**src/rtl/alu_seq_pkg.sv**
```systemverilog
// rtl/alu_seq_pkg.sv - shared types and constants for the multiply sequencer
package alu_seq_pkg;

  typedef enum logic [1:0] {
    IDLE = 2'd0,
    CALC = 2'd1,
    FIX  = 2'd2,
    DONE = 2'd3
  } state_t;

  localparam int MUL_W = 64;

  // Opcode values the EX decode drives onto op_signed
  localparam logic OP_MUL_U = 1'b0;
  localparam logic OP_MUL_S = 1'b1;

endpackage

```
**src/rtl/cla_adder_w.sv**
```systemverilog
// rtl/cla_adder_w.sv - N-bit adder from 4-bit carry-lookahead blocks
module cla_adder_w
  import alu_seq_pkg::*;
#(
  parameter int N = MUL_W
) (
  input  logic [N-1:0] a,
  input  logic [N-1:0] b,
  input  logic         c_in,
  output logic [N-1:0] s,
  output logic         c_out
);

  localparam int NB = N / 4;

  logic [NB:0] c;

  assign c[0] = c_in;

  // Lookahead inside each nibble, block carries ripple between nibbles
  for (genvar i = 0; i < NB; i++) begin : g_blk
    logic [3:0] g;
    logic [3:0] p;
    logic [4:0] cc;

    assign g     = a[4*i +: 4] & b[4*i +: 4];
    assign p     = a[4*i +: 4] ^ b[4*i +: 4];
    assign cc[0] = c[i];
    assign cc[1] = g[0] | (p[0] & cc[0]);
    assign cc[2] = g[1] | (p[1] & g[0]) | (p[1] & p[0] & cc[0]);
    assign cc[3] = g[2] | (p[2] & g[1]) | (p[2] & p[1] & g[0])
                 | (p[2] & p[1] & p[0] & cc[0]);
    assign cc[4] = g[3] | (p[3] & g[2]) | (p[3] & p[2] & g[1])
                 | (p[3] & p[2] & p[1] & g[0]) | ((&p) & cc[0]);
    assign s[4*i +: 4] = p ^ cc[3:0];
    assign c[i+1]      = cc[4];
  end

  assign c_out = c[NB];

endmodule

```
**src/rtl/alu_mul_seq.sv**
```systemverilog
// rtl/alu_mul_seq.sv - shift-add multiply sequencer on a shared CLA adder
// Optional MUL_EARLY_TERM_EN: leave CALC once the remaining multiplier is zero.
module alu_mul_seq
  import alu_seq_pkg::*;
#(
  parameter  int WIDTH = 32,
  localparam int CNT_W = $clog2(WIDTH + 1)
) (
  input  logic             clk,
  input  logic             rst_n,
  input  logic             in_valid,
  output logic             in_ready,
  input  logic             op_signed,
  input  logic [WIDTH-1:0] a,
  input  logic [WIDTH-1:0] b,
  input  logic             flush,
  output logic             out_valid,
  input  logic             out_ready,
  output logic [WIDTH-1:0] prod_hi,
  output logic [WIDTH-1:0] prod_lo,
  output logic             busy
);

  localparam int PW = 2 * WIDTH;

  state_t           state;
  state_t           state_nxt;
  logic [PW-1:0]    mcand;
  logic [PW-1:0]    acc;
  logic [WIDTH-1:0] mplier;
  logic [CNT_W-1:0] cnt;
  logic             neg;

  logic             accept;
  logic             calc_last;
  logic [WIDTH-1:0] a_mag;
  logic [WIDTH-1:0] b_mag;

  logic [PW-1:0]    add_a;
  logic [PW-1:0]    add_b;
  logic             add_cin;
  logic [PW-1:0]    add_s;
  logic             add_cout_unused;

  assign accept = in_valid & in_ready & ~flush;
  assign a_mag  = (op_signed & a[WIDTH-1]) ? (~a + WIDTH'(1)) : a;
  assign b_mag  = (op_signed & b[WIDTH-1]) ? (~b + WIDTH'(1)) : b;

`ifdef MUL_EARLY_TERM_EN
  assign calc_last = (cnt == CNT_W'(1)) || (mplier[WIDTH-1:1] == '0);
`else
  assign calc_last = (cnt == CNT_W'(1));
`endif

  always_ff @(posedge clk or negedge rst_n) begin
    if (!rst_n) begin
      state <= IDLE;
    end else begin
      state <= state_nxt;
    end
  end

  always_comb begin
    state_nxt = state;
    case (state)
      IDLE: if (accept) state_nxt = CALC;
      CALC: begin
        if (flush)          state_nxt = IDLE;
        else if (calc_last) state_nxt = FIX;
      end
      FIX: begin
        if (flush) state_nxt = IDLE;
        else       state_nxt = DONE;
      end
      DONE: begin
        if (flush || out_ready) state_nxt = IDLE;
      end
      default: state_nxt = IDLE;
    endcase
  end

  always_comb begin
    in_ready  = (state == IDLE);
    busy      = (state != IDLE);
    out_valid = (state == DONE);
  end

  // Adder operands stay at zero outside CALC/FIX so the carry tree does not toggle
  always_comb begin
    add_a   = '0;
    add_b   = '0;
    add_cin = 1'b0;
    case (state)
      CALC: begin
        if (mplier[0]) begin
          add_a = acc;
          add_b = mcand;
        end
      end
      FIX: begin
        if (neg) begin
          add_a   = ~acc;
          add_cin = 1'b1;
        end
      end
      default: ;
    endcase
  end

  cla_adder_w #(.N(PW)) u_adder (
    .a     (add_a),
    .b     (add_b),
    .c_in  (add_cin),
    .s     (add_s),
    .c_out (add_cout_unused)
  );

  always_ff @(posedge clk or negedge rst_n) begin
    if (!rst_n) begin
      mcand  <= '0;
      acc    <= '0;
      mplier <= '0;
      cnt    <= '0;
      neg    <= 1'b0;
    end else if (flush && state != IDLE) begin
      mcand  <= '0;
      acc    <= '0;
      mplier <= '0;
      cnt    <= '0;
      neg    <= 1'b0;
    end else begin
      case (state)
        IDLE: begin
          if (accept) begin
            mcand  <= {{WIDTH{1'b0}}, a_mag};
            mplier <= b_mag;
            neg    <= op_signed & (a[WIDTH-1] ^ b[WIDTH-1]);
            acc    <= '0;
            cnt    <= CNT_W'(WIDTH);
          end
        end
        CALC: begin
          if (mplier[0]) acc <= add_s;
          mcand  <= mcand << 1;
          mplier <= mplier >> 1;
          cnt    <= cnt - CNT_W'(1);
        end
        FIX: begin
          if (neg) acc <= add_s;
        end
        default: ;
      endcase
    end
  end

  assign prod_hi = acc[PW-1:WIDTH];
  assign prod_lo = acc[WIDTH-1:0];

endmodule

```
**config.mk**
```make
export PLATFORM = sky130hd
export DESIGN_NAME = alu_mul_seq
export DESIGN_NICKNAME = d
export VERILOG_FILES = /design/src/rtl/alu_seq_pkg.sv /design/src/rtl/cla_adder_w.sv /design/src/rtl/alu_mul_seq.sv
export SDC_FILE = /design/constraint.sdc
export NUM_CORES = 1
export LEC_CHECK = 0
export ABC_AREA = 1
export CAP_MARGIN = 25
export CORE_MARGIN = 2
export CORE_UTILIZATION = 26
export CTS_CLUSTER_DIAMETER = 40
export CTS_CLUSTER_SIZE = 14
export DETAILED_ROUTE_END_ITERATION = 12
export GPL_ROUTABILITY_DRIVEN = 0
export PLACE_DENSITY = 0.49
export SLEW_MARGIN = 20
export SYNTH_ARGS = -nofsm -noshare
export SYNTH_HDL_FRONTEND = slang
export SYNTH_SLANG_ARGS = --single-unit
```
**constraint.sdc**
```tcl
create_clock -name clk -period 5.73 [get_ports clk]
set_input_delay 1.4325 -clock clk [delete_from_list [all_inputs] [get_ports clk]]
set_output_delay 1.4325 -clock clk [all_outputs]
set_load 0.05 [all_outputs]
```
==> flow_metrics.py <==
metrics = {
    "outcome": {
        "status": "complete, no violations",
    },
    "sta": {
        "final-setup-viol-count": 0,
        "max_freq_mhz": 197.0,
        "rsz0062_at_grt": "no",
        "fin_worst_skew_ns": 0.01672,
        "finalHoldViolCount": 0,
        "tns_ns": 0,
        "worst_slew_pin_slew_ns": 0.7931,
        "min_period_over_period_pct": 88.58,
        "slew_headroom_pct": 47.12,
        "finalCriticalPeriod_ns": 5.076,
        "drv_slew": 0,
    },
    "clock_network": {
        "cts_buffers": 17,
        "ctsHoldBuffers": 0,
        "ctsResizeCount": 0,
        "clock_path_buffers": 2,
        "clk_transition_reported_paths_ns": 0.07,
        "postCtsSetupBuffers": 0,
        "clkLatencyLatePin_ns": 0.45,
        "root_buffer": "clkbuf_16",
        "cts_tree": "done",
        "cts.sinks": 169,
        "h-tree-depth": 4,
    },
    "worst_hold_path": {
        "hold_end": "mplier[3]",
        "worst_hold_path_type": "reg2reg",
        "hold_depth": 2,
        "min_from": "mplier[3]",
    },
    "die": {
        "initial_core_util_pct": 26.22,
        "die_h_um": 220.2,
        "dieArea_um2": 48500,
        "ios": 137,
        "core-area_um2": 46360,
        "die_width_um": 220.2,
        "rows": 79,
    },
    "drt": {
        "drc": 0,
        "wl_um": 36670,
        "wl_per_cell_um": 15.72,
        "drt_iter0_markers": 664,
        "dr.pass1.iters": 5,
        "via_per_inst": 4.791,
        "vias": 11178,
        "antenna_left": 0,
    },
    "pwr": {
        "switching_share_pct": 47.06,
        "powerDensity_nw_per_um2": 397.7,
        "p_comb_share_pct": 49.7,
        "clkPwrFrac_pct": 21.4,
        "p_leak_nw": 6.710,
        "seqPwrFrac_pct": 29.0,
        "switchingPower_mw": 2.773,
        "p_int_mw": 3.120,
        "ir_drop_v": 0.0002846,
    },
    "yosys": {
        "synthCells": 1619,
        "synth_top_family_by_area": "compound AO/OA/AOI/OAI gates",
        "synth_simple_gate_area_share_pct": 21.63,
        "synthesis.nets": 1776,
        "yosys_warnings": 0,
        "synthXorXnorAreaFrac_pct": 1.441,
        "syn_area_um2": 12160,
        "synthDistinctLibCells": 46,
        "synthTopCellsByArea": "dfrtp_1, o21ai_0, ha_1",
        "synthMuxAreaShare_pct": 0.08235,
        "synth-adder-area-share_pct": 9.943,
        "ys_ff_latch": 169,
        "synth_top_cell_area_share_pct": 34.79,
        "synth_compound_area_share_pct": 23.45,
        "synth_area_leader_cell": "dfrtp_1",
        "avgSynthCellArea_um2": 7.508,
        "ys_seq_area_share_pct": 34.79,
    },
    "global_route": {
        "overflow": 0,
        "grt_pass1_wl_um": 60590,
        "grt_max_degree": 109,
        "grt_usage_pct": 15.70,
        "grt_pass1_vias": 10948,
        "grt_antenna_before_repair": 0,
    },
    "layout": {
        "syn_to_final_growth_pct": 21.93,
        "nNetsFinal": 1870,
        "diodes": 0,
        "regArea_um2": 4229,
        "drive_gt1_share_pct": 7.126,
        "fin_area_um2": 14820,
        "multi_input_area_um2": 6909,
        "fillCellCount": 4971,
        "post-route-util_pct": 31.97,
    },
    "worst_setup_path": {
        "required_ns": 6.10,
        "worstPathArrival_ns": 5.45,
        "criticalPathCategory": "reg2reg",
        "max_stage_delay_ns": 0.72,
        "rr_endpoint": "acc[61]",
        "rrSetupSlack_ns": 0.65,
        "path_common_cell": "nand2_4",
        "reg2reg_depth": 41,
        "start_kind": "flop",
        "critPathMaxFanout": 20,
        "crit_slowest_cell": "ha_1",
        "r2r_start": "state[0]",
        "end_kind": "flop",
    },
    "flow_run": {
        "maxCapViolations": 0,
    },
    "place": {
        "dp_hpwl_um": 26030,
        "dpl_cell_area_um2": 14200,
        "numPortBuffers": 136,
    },
}
worst max-delay path, delay by kind of cell, from the launching register on:
family	cells	cell delay, ns
AOI/OAI and AO/OA	1	0.16
xor gates and xnor gates	1	0.15
adders and majority gates	3	1.32
buffers and inverters	3	0.42
DFF	1	0.38
and+or+nand+nor	33	2.55
Yosys cell counts, drive strengths merged:
cell type,number
nand2,243
o21ai,231
inv,198
dfrtp,169
nor2,155
a21oi,137
nand3,82
ha,71
clkbuf,69
nor3,51
o211ai,38
o22ai,31
or2,17
fa,16
xnor2,14
a22o,13
a32o,13
buf,13
o221ai,10
nand4,7
a21o,6
xor2,6
a31oi,5
nand3b,5
o21a,5
nor4,3
o21bai,2
o32ai,2
a211oi,1
a221oi,1
a22oi,1
mux2i,1
nor3b,1
o31ai,1
o41ai,1
registers in the layout (all words and copies together), names as in the netlist:
signal  flops
acc        64
mcand      64
neg         1
state       2
mplier     32
cnt         6
through the flow:
step / power [mW] / hold WS (ns) / setup WS [ns] / std cells
after floorplan: 3.640 / 0.4445 / 1.081 / 1619
after global placement: 4.651 / 0.4636 / 0.7490 / 2300
after detailed placement: 4.697 / 0.4662 / 0.5827 / 2301
after CTS: 5.993 / 0.4817 / 0.5714 / 2333
after global routing: 6.381 / 0.4934 / 0.1194 / 2333
final: 5.894 / 0.4748 / 0.6542 / 2333
layout make-up:
class / instances / share of cell area (%)
inverters: 198 / 5.015
repair buffers: 157 / 10.54
multi-input cells: 1170 / 46.62
clock buffers: 20 / 3.014
flip-flops and latches: 169 / 28.54
clock inverters: 12 / 1.157
well taps: 607 / 5.125
power by group through the flow:
stage / registers (mW) / clock network (mW) / logic (mW)
final: 1.71 / 1.26 / 2.93
after global routing: 1.75 / 1.35 / 3.28
after CTS: 1.71 / 1.30 / 2.98
after detailed placement: 1.73 / 0 / 2.97
after global placement: 1.72 / 0 / 2.93
after floorplan: 1.92 / 0 / 1.72
layer usage:
layer | up-vias | track usage (%) | routed length (µm)
li1 | 5702 | - | -
met1 | 5258 | 22.82 | 18880
met2 | 200 | 23.96 | 15860
met3 | 18 | 3.381 | 1593
met4 | 0 | 2.886 | 330
met5 | - | 0 | 0
cells in the final DEF (no fill, tap or decap), types with 17 or more instances in the layout:
cell             synthesis  final
a21oi_1                135    134
buf_4                    0     17
clkbuf_16                0     17
clkdlybuf4s50_1          0    135
dfrtp_1                169    169
ha_1                    71     71
inv_1                  192    191
nand2_1                212    211
nand2_4                 27     28
nand3_1                 81     80
nor2_1                 154    153
nor3_1                  44     43
o211ai_1                38     38
o21ai_0                220    220
o22ai_1                 31     31
worst max path at each step:
stage | start | endpoint | slack, ns | cells after the start
6_report | state[0] | acc[61] | 0.65 | 41
3_5_place_dp | state[0] | acc[61] | 0.58 | 41
3_3_place_gp | state[0] | acc[61] | 0.75 | 41
5_1_grt | state[0] | acc[61] | 0.12 | 41
2_1_floorplan | state[1] | acc[61] | 1.08 | 43
4_1_cts | state[0] | acc[61] | 0.57 | 41
cell families (layout without fill, tap and decap cells):
| kind of cell | Yosys count | after routing |
|---|---|---|
| simple gates | 564 | 564 |
| compound gates | 498 | 498 |
| buf+inv | 280 | 387 |
| flops | 169 | 169 |
| fa+ha+maj | 87 | 87 |
| xor+xnor | 20 | 20 |
| mux | 1 | 1 |
Note: power is estimated with default switching activity, not from simulation.
==> RTL change 1: new RTL, config.mk and constraints unchanged <==
Build with the macro `MUL_EARLY_TERM_EN` defined.
--- a/src/rtl/alu_mul_seq.sv
+++ b/src/rtl/alu_mul_seq.sv
@@ -1,4 +1,6 @@
 // rtl/alu_mul_seq.sv - shift-add multiply sequencer on a shared CLA adder
 // Optional MUL_EARLY_TERM_EN: leave CALC once the remaining multiplier is zero.
+`define MUL_EARLY_TERM_EN
+
 module alu_mul_seq
   import alu_seq_pkg::*;
Check against the original RTL: not equivalent (Yosys sat finds a counterexample within 4 cycles, from zero or initial values and one cycle with rst_n low).
==> RTL change 1 against the original RTL <==
Critical path depth fell by 3. Design area down 0.16%. Sequential cell count stayed put. Area after synthesis up 0.57%. Setup slack improved by 0.24 ns. Wire length increased by 1.4%. Total power grew 0.81%. Largest power group unchanged. Combinational power is 3% higher. Clock skew fell by 0.0054 ns.
==> RTL change 1: results (changes against the original RTL) <==
Result of the run: completed (unchanged). The number of nets produced by synthesis came to 1798 (was 1776). The ratio of routed vias to standard cells was 4.818 (was 4.791).

The standard cell with the maximum stage delay on the critical path was dfrtp_1 (was ha_1). The sequential area share after synthesis is 34.60% (was 34.79%). The quantity of gates resized following cts came out at 0 (unchanged).

The critical path data arrival time came to 5.21 ns (was 5.45 ns). The internal power is 3.058 mW (was 3.120 mW). The initial antenna violation count is 1 (was 0). The sum of routed wire length over all layers came out at 37170 µm (was 36670 µm). The count of routing violations after the opening detailed-route iteration came out at 872 (was 664).

Top cells by area, synth: dfrtp_1 (35%), o21ai_0 (9.5%), ha_1 (7.3%), nand2_1 (6.8%), inv_1 (6.2%) (was dfrtp_1 (35%), o21ai_0 (9.1%), ha_1 (7.3%), nand2_1 (6.5%), inv_1 (5.9%)). The headroom to the max-slew limit is 40.09% (was 47.12%). Leading post-synthesis cells by instance count: o21ai_0 (232), nand2_1 (223), inv_1 (201) (was o21ai_0 (220), nand2_1 (212), inv_1 (192)). The top achievable clock speed was 206.6 MHz (was 197.0 MHz). The path depth of the worst reg2reg path came to 38 (was 41).

The antenna diode count is 0 (unchanged). The total placed instance area came to 14220 µm² (was 14200 µm²). The final worst clock skew is 0.01133 ns (was 0.01672 ns). The maximum vdd ir drop is 0.3179 mV (was 0.2846 mV). The routing usage on met3 is 3.904% (was 3.381%).

The total of fill cells in the finished design was 5004 (was 4971). The met1 usage in global routing is 22.51% (was 22.82%). The fraction of final layout cells sized beyond drive strength 1 came out at 6.479% (was 7.126%). The remaining global-route overflow was 0 (unchanged). Registers with the most flip-flops: acc: 64 flops, mcand: 64 flops, mplier: 32 flops (unchanged).

The pre-CTS setup slack came out at 0.8647 ns (was 0.5827 ns). The highest cell delay on the worst timing path came out at 0.42 ns (was 0.72 ns). The terminus of the critical flop-to-flop path is acc[61]$_DFFE_PN0P_ (unchanged). The HPWL after detailed placement came to 26370 µm (was 26030 µm). The wire length of the first global-routing pass came out at 60870 µm (was 60590 µm). The overall routing resource usage is 15.40% (was 15.70%). The largest net degree at the start of global routing came out at 95 (was 109). The fraction of met2 tracks used by global routing was 22.75% (was 23.96%). The critical path launch point is state[0]$_DFFE_PN0P_ (unchanged). The number of stages on the worst hold path came out at 2 (unchanged).

The setup slack of the worst register-to-register path is 0.89 ns (was 0.65 ns). The post-layout net count came out at 1889 (was 1870). The cell leakage power came to 6.740 nW (was 6.710 nW). The via count of the first global-routing pass came out at 11040 (was 10950).

The number of distinct library cells after synthesis is 44 (was 46).
## RTL change 1: layout make-up
class	instances	area share, %
multi-input cells	1187	46.93
flip-flops and latches	169	28.58
repair buffers	154	10.29
inverters	203	5.150
well taps	607	5.133
clock buffers	20	3.086
clock inverters	11	0.8287
## RTL change 1: critical path: cells and delay by family, from the launching register on
| family | cells | cell delay, ns |
|---|---|---|
| buf+inv | 5 | 0.84 |
| xor+xnor | 1 | 0.14 |
| flops | 1 | 0.42 |
| compound gates | 3 | 0.40 |
| fa+ha+maj | 3 | 0.84 |
| simple gates | 26 | 2.09 |
## RTL change 1: through the flow
stage | util, % | cells | power, mW | hold WS [ns]
after global placement | 30.60 | 2320 | 4.797 | 0.4903
final | 31.85 | 2351 | 5.942 | 0.5126
after CTS | 31.85 | 2351 | 6.024 | 0.5149
after global routing | 31.85 | 2351 | 6.410 | 0.5412
after floorplan | - | 1641 | 3.749 | 0.4669
after detailed placement | 30.60 | 2320 | 4.800 | 0.4998
## RTL change 1: logic make-up after synthesis
kind of cell / count (synthesis) / share of synthesized area, %
AOI/OAI and AO/OA: 493 / 22.99
xor gates and xnor gates: 18 / 1.290
and+or+nand+nor: 589 / 22.42
DFF: 169 / 34.60
adders and majority gates: 87 / 9.887
buffers and inverters: 285 / 8.823
## RTL change 1: routing by layer
metal / up-vias / share of wire (%)
met2: 238 / 42
met5: - / 0
li1: 5768 / -
met3: 29 / 5.1
met1: 5292 / 51
met4: 0 / 1.2
## RTL change 1: power groups by stage
stage | Combinational [mW] | Clock [mW] | Sequential [mW]
detailed placement | 3.04 | 0 | 1.76
floorplan | 1.79 | 0 | 1.96
global route | 3.34 | 1.28 | 1.79
CTS | 3.05 | 1.23 | 1.75
finish | 3.01 | 1.19 | 1.74
global placement | 3.03 | 0 | 1.76
==> RTL change 2: new RTL, same settings <==
Made on the original files. Re-encode `state_t` (4 states) as one-hot, 4 bits wide.
--- a/src/rtl/alu_seq_pkg.sv
+++ b/src/rtl/alu_seq_pkg.sv
@@ -2,9 +2,9 @@
 package alu_seq_pkg;
 
-  typedef enum logic [1:0] {
-    IDLE = 2'd0,
-    CALC = 2'd1,
-    FIX  = 2'd2,
-    DONE = 2'd3
+  typedef enum logic [3:0] {
+    IDLE = 4'b0001,
+    CALC = 4'b0010,
+    FIX  = 4'b0100,
+    DONE = 4'b1000
   } state_t;
 
Formal check against the unedited RTL: same outputs for any inputs over 4 cycles, from zero or initial values and one cycle with rst_n low; so few cycles prove little.
==> RTL change 2 against the original RTL <==
Setup slack gained 0.066 ns. Design area shrank 2.1%. Sequential cell count grew 2. Area after synthesis shrank 1.9%. Wire length grew 1.5%. Fmax grew 1.3%.
Power is not compared: it rests on default switching activity, and its combinational part moved more than twofold at a synthesized area within 25%.
==> RTL change 2: results (changes against the original RTL) <==
Result of the run: completed (unchanged). The utilization of the core after routing was 32.05% (was 31.97%). The total placed instance area came out at 13940 µm² (was 14200 µm²). Leading post-synthesis cells by instance count: nand2_1 (236), o21ai_0 (208), inv_1 (181) (was o21ai_0 (220), nand2_1 (212), inv_1 (192)).

The fraction of synthesized cell area in xor and xnor cells was 2.497% (was 1.441%). The overall routing resource usage came out at 15.92% (was 15.70%). The top fanout value on the critical path was 16 (was 20). The cell area after layout is 14520 µm² (was 14820 µm²). The final worst clock skew came out at 0.01397 ns (was 0.01672 ns). The launch instance of the worst register-to-register path is state[0]$_DFFE_PN1P_ (was state[0]$_DFFE_PN0P_).

The total routed wire length on the met1 layer came out at 18860 µm (was 18880 µm). The pre-CTS setup slack is 0.7093 ns (was 0.5827 ns). The highest cell delay on the worst timing path is 0.55 ns (was 0.72 ns). The number of non-clock inverters in the layout is 185 (was 198).

The fraction of area in multi-input gates is 45.94% (was 46.62%). The met3 routed wirelength is 1624 µm (was 1593 µm). The met1 usage in global routing is 23.12% (was 22.82%). The fraction of the mapped netlist area in adder cells was 9.714% (was 9.943%). The portion of the layout cell area used by clock cells came out at 3.931% (was 4.171%). The fraction of area in registers came out at 29.50% (was 28.54%). The compound-gate portion of the synthesized area was 20.38% (was 23.45%). The largest net degree at the start of global routing is 98 (was 109). The number of standard cells in the layout, taps in and fillers out came to 2296 (was 2333). The post-layout net count came out at 1837 (was 1870). The HPWL after detailed placement is 26070 µm (was 26030 µm). The detailed-route wire length per cell came out at 16.20 µm (was 15.72 µm). The critical path data arrival time came to 5.38 ns (was 5.45 ns).
## RTL change 2: cell count changes after synthesis, sizes merged, moves of 4 or more
cell,change
inv,-13
o211ai,-7
nand2,+20
a21oi,-56
o22ai,+10
o21ai,-19
nor2,+8
nor3,-8
buf,-7
xor2,+11
nand3,+33
ha,-4
## RTL change 2: worst reg2reg max path: cells and delay by family, from the launching register on
kind | cells | cell delay [ns]
compound gates | 2 | 0.35
fa+ha+maj | 2 | 0.80
flops | 1 | 0.55
xor+xnor | 1 | 0.16
simple gates | 35 | 2.51
buf+inv | 4 | 0.57
## RTL change 2: final timing paths
kind,end,slack [ns],cells after the start
max,acc[61]$_DFFE_PN0P_,0.72,44
min reg2reg,mplier[30]$_DFFE_PN0P_,0.48,2
min,mplier[30]$_DFFE_PN0P_,0.48,2
max in group asynchronous,acc[11]$_DFFE_PN0P_,3.72,2
max reg2reg,acc[61]$_DFFE_PN0P_,0.72,44
min in group asynchronous,mplier[29]$_DFFE_PN0P_,1.01,1
